### src/rtl/store_commit_unit_pkg.sv
// Shared store-commit defines: op codes, IO select bits, FSM states.
package store_commit_unit_pkg;

  localparam logic [4:0] OP_SB = 5'b00000;
  localparam logic [4:0] OP_SH = 5'b00001;
  localparam logic [4:0] OP_SW = 5'b00010;

  localparam logic [1:0] IO_SEL = 2'b11;

  typedef enum logic [1:0] {
    ST_IDLE  = 2'd0,
    ST_WRITE = 2'd1,
    ST_DONE  = 2'd2
  } state_t;

endpackage

### src/rtl/store_byte_sel.sv
// Picks the byte lane for write index k and flags the final byte of the op.
module store_byte_sel
  import store_commit_unit_pkg::*;
(
  input  logic [4:0]  op,
  input  logic [31:0] data,
  input  logic [1:0]  k,
  output logic [7:0]  sel_byte,
  output logic        last
);

  logic [1:0] last_k;

  // Unknown op codes fall back to a full word.
  always_comb begin
    last_k = 2'd3;
    unique case (1'b1)
      (op == OP_SB): last_k = 2'd0;
      (op == OP_SH): last_k = 2'd1;
      (op == OP_SW): last_k = 2'd3;
      default:       last_k = 2'd3;
    endcase
  end

  assign sel_byte = data[{k, 3'b000} +: 8];
  assign last     = (k == last_k);

endmodule

### src/rtl/store_commit_unit.sv
// Serialises one committed store into byte writes on the arbitrated port.
// STORE_FAST_ACK_EN: finish_store on the final write, no DONE cycle.
module store_commit_unit
  import store_commit_unit_pkg::*;
#(
  parameter logic [1:0] IO_SEL_HI = IO_SEL,
  parameter int         ADDR_W    = 32
) (
  input  logic              clk,
  input  logic              rst,
  input  logic              rdy,
  input  logic              store_req,
  input  logic [4:0]        store_op,
  input  logic [ADDR_W-1:0] store_addr,
  input  logic [31:0]       store_data,
  output logic              finish_store,
  output logic              busy,
  input  logic              mem_gnt,
  output logic              mem_req,
  output logic              mem_wr,
  output logic [ADDR_W-1:0] mem_a,
  output logic [7:0]        mem_dout,
  input  logic              io_buffer_full
);

  state_t            state;
  logic [4:0]        op_q;
  logic [ADDR_W-1:0] addr_q;
  logic [31:0]       data_q;
  logic [1:0]        k;
  logic [7:0]        sel_byte;
  logic              last;
  logic              io_stall;
  logic              wr_en;

  store_byte_sel u_sel (
    .op       (op_q),
    .data     (data_q),
    .k        (k),
    .sel_byte (sel_byte),
    .last     (last)
  );

  // UART writes wait while its buffer is full.
  assign io_stall = (addr_q[17:16] == IO_SEL_HI)
                  && io_buffer_full;

  assign wr_en = rdy && (state == ST_WRITE)
              && mem_gnt && !io_stall;

  assign mem_wr   = wr_en;
  assign mem_a    = wr_en ? addr_q + ADDR_W'(k) : '0;
  assign mem_dout = wr_en ? sel_byte : 8'h00;

`ifdef STORE_FAST_ACK_EN
  assign finish_store = wr_en && last;
`else
  logic fin_q;
  assign finish_store = fin_q && rdy;
`endif

  always_ff @(posedge clk or posedge rst) begin
    if (rst) begin
      state   <= ST_IDLE;
      k       <= 2'd0;
      op_q    <= 5'd0;
      addr_q  <= '0;
      data_q  <= 32'd0;
      busy    <= 1'b0;
      mem_req <= 1'b0;
`ifndef STORE_FAST_ACK_EN
      fin_q   <= 1'b0;
`endif
    end else if (rdy) begin
      case (state)
        ST_IDLE: begin
          if (store_req) begin
            op_q    <= store_op;
            addr_q  <= store_addr;
            data_q  <= store_data;
            k       <= 2'd0;
            busy    <= 1'b1;
            mem_req <= 1'b1;
            state   <= ST_WRITE;
          end
        end
        ST_WRITE: begin
          if (wr_en) begin
            if (last) begin
              k       <= 2'd0;
              busy    <= 1'b0;
              mem_req <= 1'b0;
`ifdef STORE_FAST_ACK_EN
              state   <= ST_IDLE;
`else
              fin_q   <= 1'b1;
              state   <= ST_DONE;
`endif
            end else begin
              k <= k + 2'd1;
            end
          end
        end
        ST_DONE: begin
`ifndef STORE_FAST_ACK_EN
          fin_q <= 1'b0;
`endif
          state <= ST_IDLE;
        end
        default: state <= ST_IDLE;
      endcase
    end
  end

endmodule

### config.mk
export PLATFORM = sky130hd
export DESIGN_NAME = store_commit_unit
export DESIGN_NICKNAME = d
export VERILOG_FILES = /design/src/rtl/store_commit_unit_pkg.sv /design/src/rtl/store_byte_sel.sv /design/src/rtl/store_commit_unit.sv
export SDC_FILE = /design/constraint.sdc
export NUM_CORES = 1
export LEC_CHECK = 0
export BUFFER_PORTS_ARGS = -buffer_cell sky130_fd_sc_hd__buf_2
export CORE_ASPECT_RATIO = 0.7
export CORE_MARGIN = 4
export CORE_UTILIZATION = 47
export CTS_CLUSTER_DIAMETER = 150
export CTS_CLUSTER_SIZE = 8
export DETAILED_ROUTE_END_ITERATION = 10
export GPL_TIMING_DRIVEN = 0
export HOLD_SLACK_MARGIN = 0.03
export PLACE_DENSITY = 0.75
export SYNTH_ARGS = -nofsm -noshare
export SYNTH_HDL_FRONTEND = slang
export SYNTH_HIERARCHICAL = 1
export SYNTH_SLANG_ARGS = --single-unit
### constraint.sdc
create_clock -name clk -period 2.1 [get_ports clk]
set_clock_uncertainty 0.05 [all_clocks]
set_input_delay 0.21 -clock clk [delete_from_list [all_inputs] [get_ports clk]]
set_output_delay 0.21 -clock clk [all_outputs]
set_load 0.01 [all_outputs]
After elaboration in Yosys (flattened, before gate mapping)
Cells that the tools add are included.
Storage, ports and cells
  flip-flop bits (word level): 75
  bits in latches: 0
  memory bits (writable): 0
  memory bits (read-only): 0
  output and inout bits: 44
  word-level logic and storage cells: 51
  memories: 0
Operators by class
  add/sub/neg operators: 2
  multipliers: 0
  div/mod/pow operators: 0
  $lt $le $gt $ge: 0
  eq/ne operators: 8
  shift operators: 1
  muxes and demuxes: 18
  bitwise operators: 0
  reductions and logical operators: 15
Operators with widths (number)
  32-bit by 2-bit adder with 32-bit output: 1
  32-bit two-way mux: 1
  32-bit by 6-bit indexed part select with 8-bit output: 1
  2-bit two-way mux: 6
  2-bit one-hot mux with 2 select lines: 3
  4-bit AND reduction: 3
  8-bit two-way mux: 1
  2-bit != test, second input constant: 3
  5-bit by 1-bit == test with 1-bit output, second input constant: 1
  1-bit logical AND: 5
  5-bit logical NOT: 1
  1-bit two-way mux: 5
  5-bit AND reduction: 1
  2-bit == test, second input constant: 2
  1-bit one-hot mux with 2 select lines: 2
  2-bit nonzero test: 2
  3-bit AND reduction: 1
  2-bit by 1-bit adder with 2-bit output, second input constant: 1
  2-bit by 1-bit == test with 1-bit output, second input constant: 1
  2-bit == test: 1
  2-bit logical NOT: 1
  1-bit logical NOT: 1

Longest topological paths before layout
  word-level depth: 6
  gate-level depth with buffers: 8
  mapped depth without buffers: 7

By module
The synthesis kept the hierarchy.
By module, submodules not included
  store_commit_unit: times used 1, cells an instance 346, area each 3834.9 um2, seq. area each 1876.8 um2
  store_byte_sel: times used 1, cells an instance 15, area each 227.7 um2, seq. area each 0.0 um2

Worst setup path after synthesis
Ideal clock, no wire load.
  path type: register -> output
  from: register k[0]
  to: output mem_a[28]
  data arrival time: 2.103 ns
  slack: -0.263 ns
  stages on the path, launching flop included: 7
  path buffers: 0
  path through: dfrtp_1 -> ha_1 -> fa_1 -> nand2_1 -> or4_1 -> or4_1 -> a21oi_1
Between the ends
  longest elaborated chain between the ends: 2
RTL lines
  start, declared: line store_commit_unit.sv:30  | logic [1:0] k;
  start signal, assigned: line store_commit_unit.sv:100  | k <= k + 2'd1;
  32-bit by 2-bit adder with 32-bit output: line store_commit_unit.sv:52  | assign mem_a = wr_en ? addr_q + ADDR_W'(k) : '0;
  32-bit two-way mux: line store_commit_unit.sv:52
  end, declared: line store_commit_unit.sv:21  | output logic [ADDR_W-1:0] mem_a,
No other way between the ends.

Worst setup path in the final report
  from: register addr_q[1]
  to: output mem_a[25]
Between the ends
  longest elaborated chain between the ends: 2
RTL lines
  start, declared: line store_commit_unit.sv:28  | logic [ADDR_W-1:0] addr_q;
  start signal, assigned: line store_commit_unit.sv:79  | addr_q <= store_addr;
  32-bit by 2-bit adder with 32-bit output: line store_commit_unit.sv:52
  32-bit two-way mux: line store_commit_unit.sv:52
No other way between the ends.

==> results.toml <==
[power]
power_density_nw_per_um2 = 1282
irDropWorstVdd_mv = 0.6859
power.leakage_nw = 2.613

[timing]
fmax_ghz = 0.3731
tightest_slew_ps = 462.0
post-route-worst-setup-slack_ps = -580.5
setup-violations-final = 40
timing.slew.headroom_pct = 69.14
fin_crit_ps = 2681
hold-worst-slack_ps = 29.85
period_share_pct = 127.6
slew_viol_final = 0
fin_setup_tns_ps = -11630
final-hold-violation-count = 0
rsz0062_at_grt = "yes"

[final_layout]
area_growth_pct = 47.37
layout_commonest_cell = "buf_2"
layout.nets = 612
drive_above_1_share_pct = 63.27
final_core_utilization_pct = 70.91
postLayoutCellArea_um2 = 5987
final_cell_mix = "buf_2 (115), dfrtp_1 (65), mux2_2 (63)"
n_antenna_cell = 0
fillers = 594

[critical_path]
r2r_cells = 5
reg2reg_slack_ps = 30
r2r_end = "k[1]$_DFFE_PP0P_"
crit_family = "simple AND/OR/NAND/NOR gates"
arrival_ps = 2420
cpPeakStageDelay_ps = 490
timing.rr.start = "op_q[1]$_DFFE_PP0P_"
worstPathMaxFanout = 5
end_kind = "output port"
crit_path_cell_trace = "ha_4 > a21o_1 > nand4_1 > buf_6 > or4_1 > a21oi_1 > buf_2"
start_kind = "flip-flop"
crit_required_ps = 1840
crit_slowest_cell = "or4_1"
path_depth = 7
cp_num_buf_inv = 2
worst-setup-path-type = "flip-flop to output port"

[die]
rows = 28
die_h_um = 85.79
die_x_um = 119.1
io_pins = 119
start_util_pct = 48.12
core-area_um2 = 8443
die-area_um2 = 10220

[route]
drt-total-wl_um = 12780
drt_first_pass_iters = 5
ant_nets = 0
wl_per_cell_um = 19.39
post_drt_via_cell_ratio = 5.631
remaining_drc_errors = 0
drt_iter0_markers = 298
num_vias = 3711

[global_routing]
grt.overflow.total = 0
grt.total_usage_pct = 24.78
grt_antenna_before_repair = 0
grt_pass1_vias = 3919
grt_max_degree = 34
grt_first_pass_wirelength_um = 19810

[logic_synthesis]
synth_top_area_share_pct = 46.20
synth_fp_nets = 439
synth_cells = 361
synth_edf_count = 0
syn_area_um2 = 4063
synth_top_area_cell = "dfrtp_1"
seq_area_frac_synth_pct = 46.20
ys_async_sr_fraction_pct = 100.0
synth_cell_types = 44
synth_area_leaders = "dfrtp_1 (46%), mux2_2 (17%), mux4_2 (4.4%), o21ai_0 (2.3%), a21oi_1 (2.2%)"
synth_warnings = 6
syn_avg_cell_area_um2 = 11.25
synth_seq_cells = 75
synthFlopType = "dfrtp_1"

[place]
port_buffers = 118
detailedPlace.worstSlack_ps = -517.5
placed_cell_area_um2 = 4923
gp_congestion = 0.8723
dp_hpwl_um = 8625

[worst_hold_path]
holdPathStages = 3
min_path_type = "input pin to flip-flop"
holdCritStartpoint = "store_addr[23]"
hold_end = "addr_q[23]$_DFFE_PP0P_"

[clocking]
clockBufferDepth = 2
root_buffer = "clkbuf_16"
cts_tree = "yes"
clk_pin_slew_ps = 60
cts_inserted_buffers = 9
cts_htree_levels = 3
cts_sinks = 75
clock_latency_ps = 340

[status]
violations = "setup timing"
status = "finished, violations left"

[run]
max_cap_violations = 0
[repair_timing]
item,CTS,global route
endpoints found under the setup margin,114,49
endpoints found under the hold margin,18,0
cloned,1,0
setup buffers,29,11
pin swaps,18,22
gates resized for setup,73,46
hold buffers,1,0
[worst max path at each step]
stage	start	end	slack, ps
after floorplan	k[0]$_DFFE_PP0P_	mem_a[28]	-210
after global placement	k[0]$_DFFE_PP0P_	mem_a[28]	-500
after detailed placement	k[0]$_DFFE_PP0P_	mem_a[28]	-520
after CTS	addr_q[0]$_DFFE_PP0P_	mem_a[28]	-540
after global routing	k[1]$_DFFE_PP0P_	mem_a[25]	-660
final	addr_q[1]$_DFFE_PP0P_	mem_a[25]	-580
[report_power, final]
part / leakage, nW / switching, mW / internal, mW / total (mW)
clock: 0.152 / 0.646 / 1.05 / 1.69
sequential: 0.888 / 0.716 / 2.18 / 2.89
combinational: 1.57 / 1.37 / 1.72 / 3.09
[logic make-up (layout without fill, tap and decap cells)]
family                   Yosys count  in the layout  synth area share (%)
AND/OR/NAND/NOR                  118            118                 16.94
AO/OA/AOI/OAI                     52             52                 7.453
flip-flops                        75             75                 46.20
buffers and inverters             30            208                 3.757
XOR/XNOR                          10             10                 2.156
multiplexers                      73             73                 22.39
adder cells (fa/ha/maj)            3              3                 1.109
[layout make-up]
type                            instances  area [um2]  share of cell area [%]
Buffer                                 20       190.2                   3.177
Multi-Input combinational cell        256        2352                   39.29
Sequential cell                        75        1889                   31.56
Tap cell                              120       150.1                   2.508
Timing Repair Buffer                  162        1032                   17.24
Inverter                               10       46.29                  0.7732
Clock inverter                          7       101.3                   1.693
Clock buffer                            9       225.2                   3.762
[synth_stat cells (2+ instances only)]
master,number
mux2i_1,2
nand3_1,9
or2_2,2
or4_1,9
xor2_1,4
a21o_1,3
clkbuf_1,11
or4_2,2
a21oi_1,18
inv_1,10
nand2_1,24
ha_1,2
or3_1,10
mux2_2,63
nand4_1,10
nor3_1,4
nor2_1,12
dfrtp_1,75
or4_4,2
nand3b_1,3
and2_1,12
buf_6,3
and3_1,3
xnor2_1,6
nor4_1,6
nand4b_1,3
o31ai_1,7
or3_2,2
mux4_2,8
o21ai_0,19
o21a_1,2
buf_4,3
[worst register-to-register path, delay by kind of cell (launching register included)]
| family | cells | cell delay, ps |
|---|---|---|
| AND/OR/NAND/NOR | 2 | 810 |
| buffers and inverters | 1 | 110 |
| flip-flops | 1 | 380 |
| AO/OA/AOI/OAI | 2 | 630 |
[state kept, by name, indices dropped and copies added, names as in the netlist]
name and count:
data_q 32, state 2, op_q 5, addr_q 32, mem_req 1, fin_q 1, k 2
[per-layer routing]
layer / routed length (um) / vias to the layer above / global-route usage [%]
met5: 0 / - / 0
met4: 257 / 0 / 8.728
met3: 844 / 26 / 6.526
met2: 6145 / 170 / 40.39
met1: 5534 / 1831 / 32.34
li1: - / 1684 / -
[stage by stage]
| step | instances | power (mW) |
|---|---|---|
| floorplan | 361 | 4.404 |
| global placement | 599 | 5.005 |
| detailed placement | 601 | 5.185 |
| CTS | 648 | 7.323 |
| global route | 659 | 8.065 |
| finish | 659 | 7.675 |
Note: power is estimated with default switching activity, not from simulation.
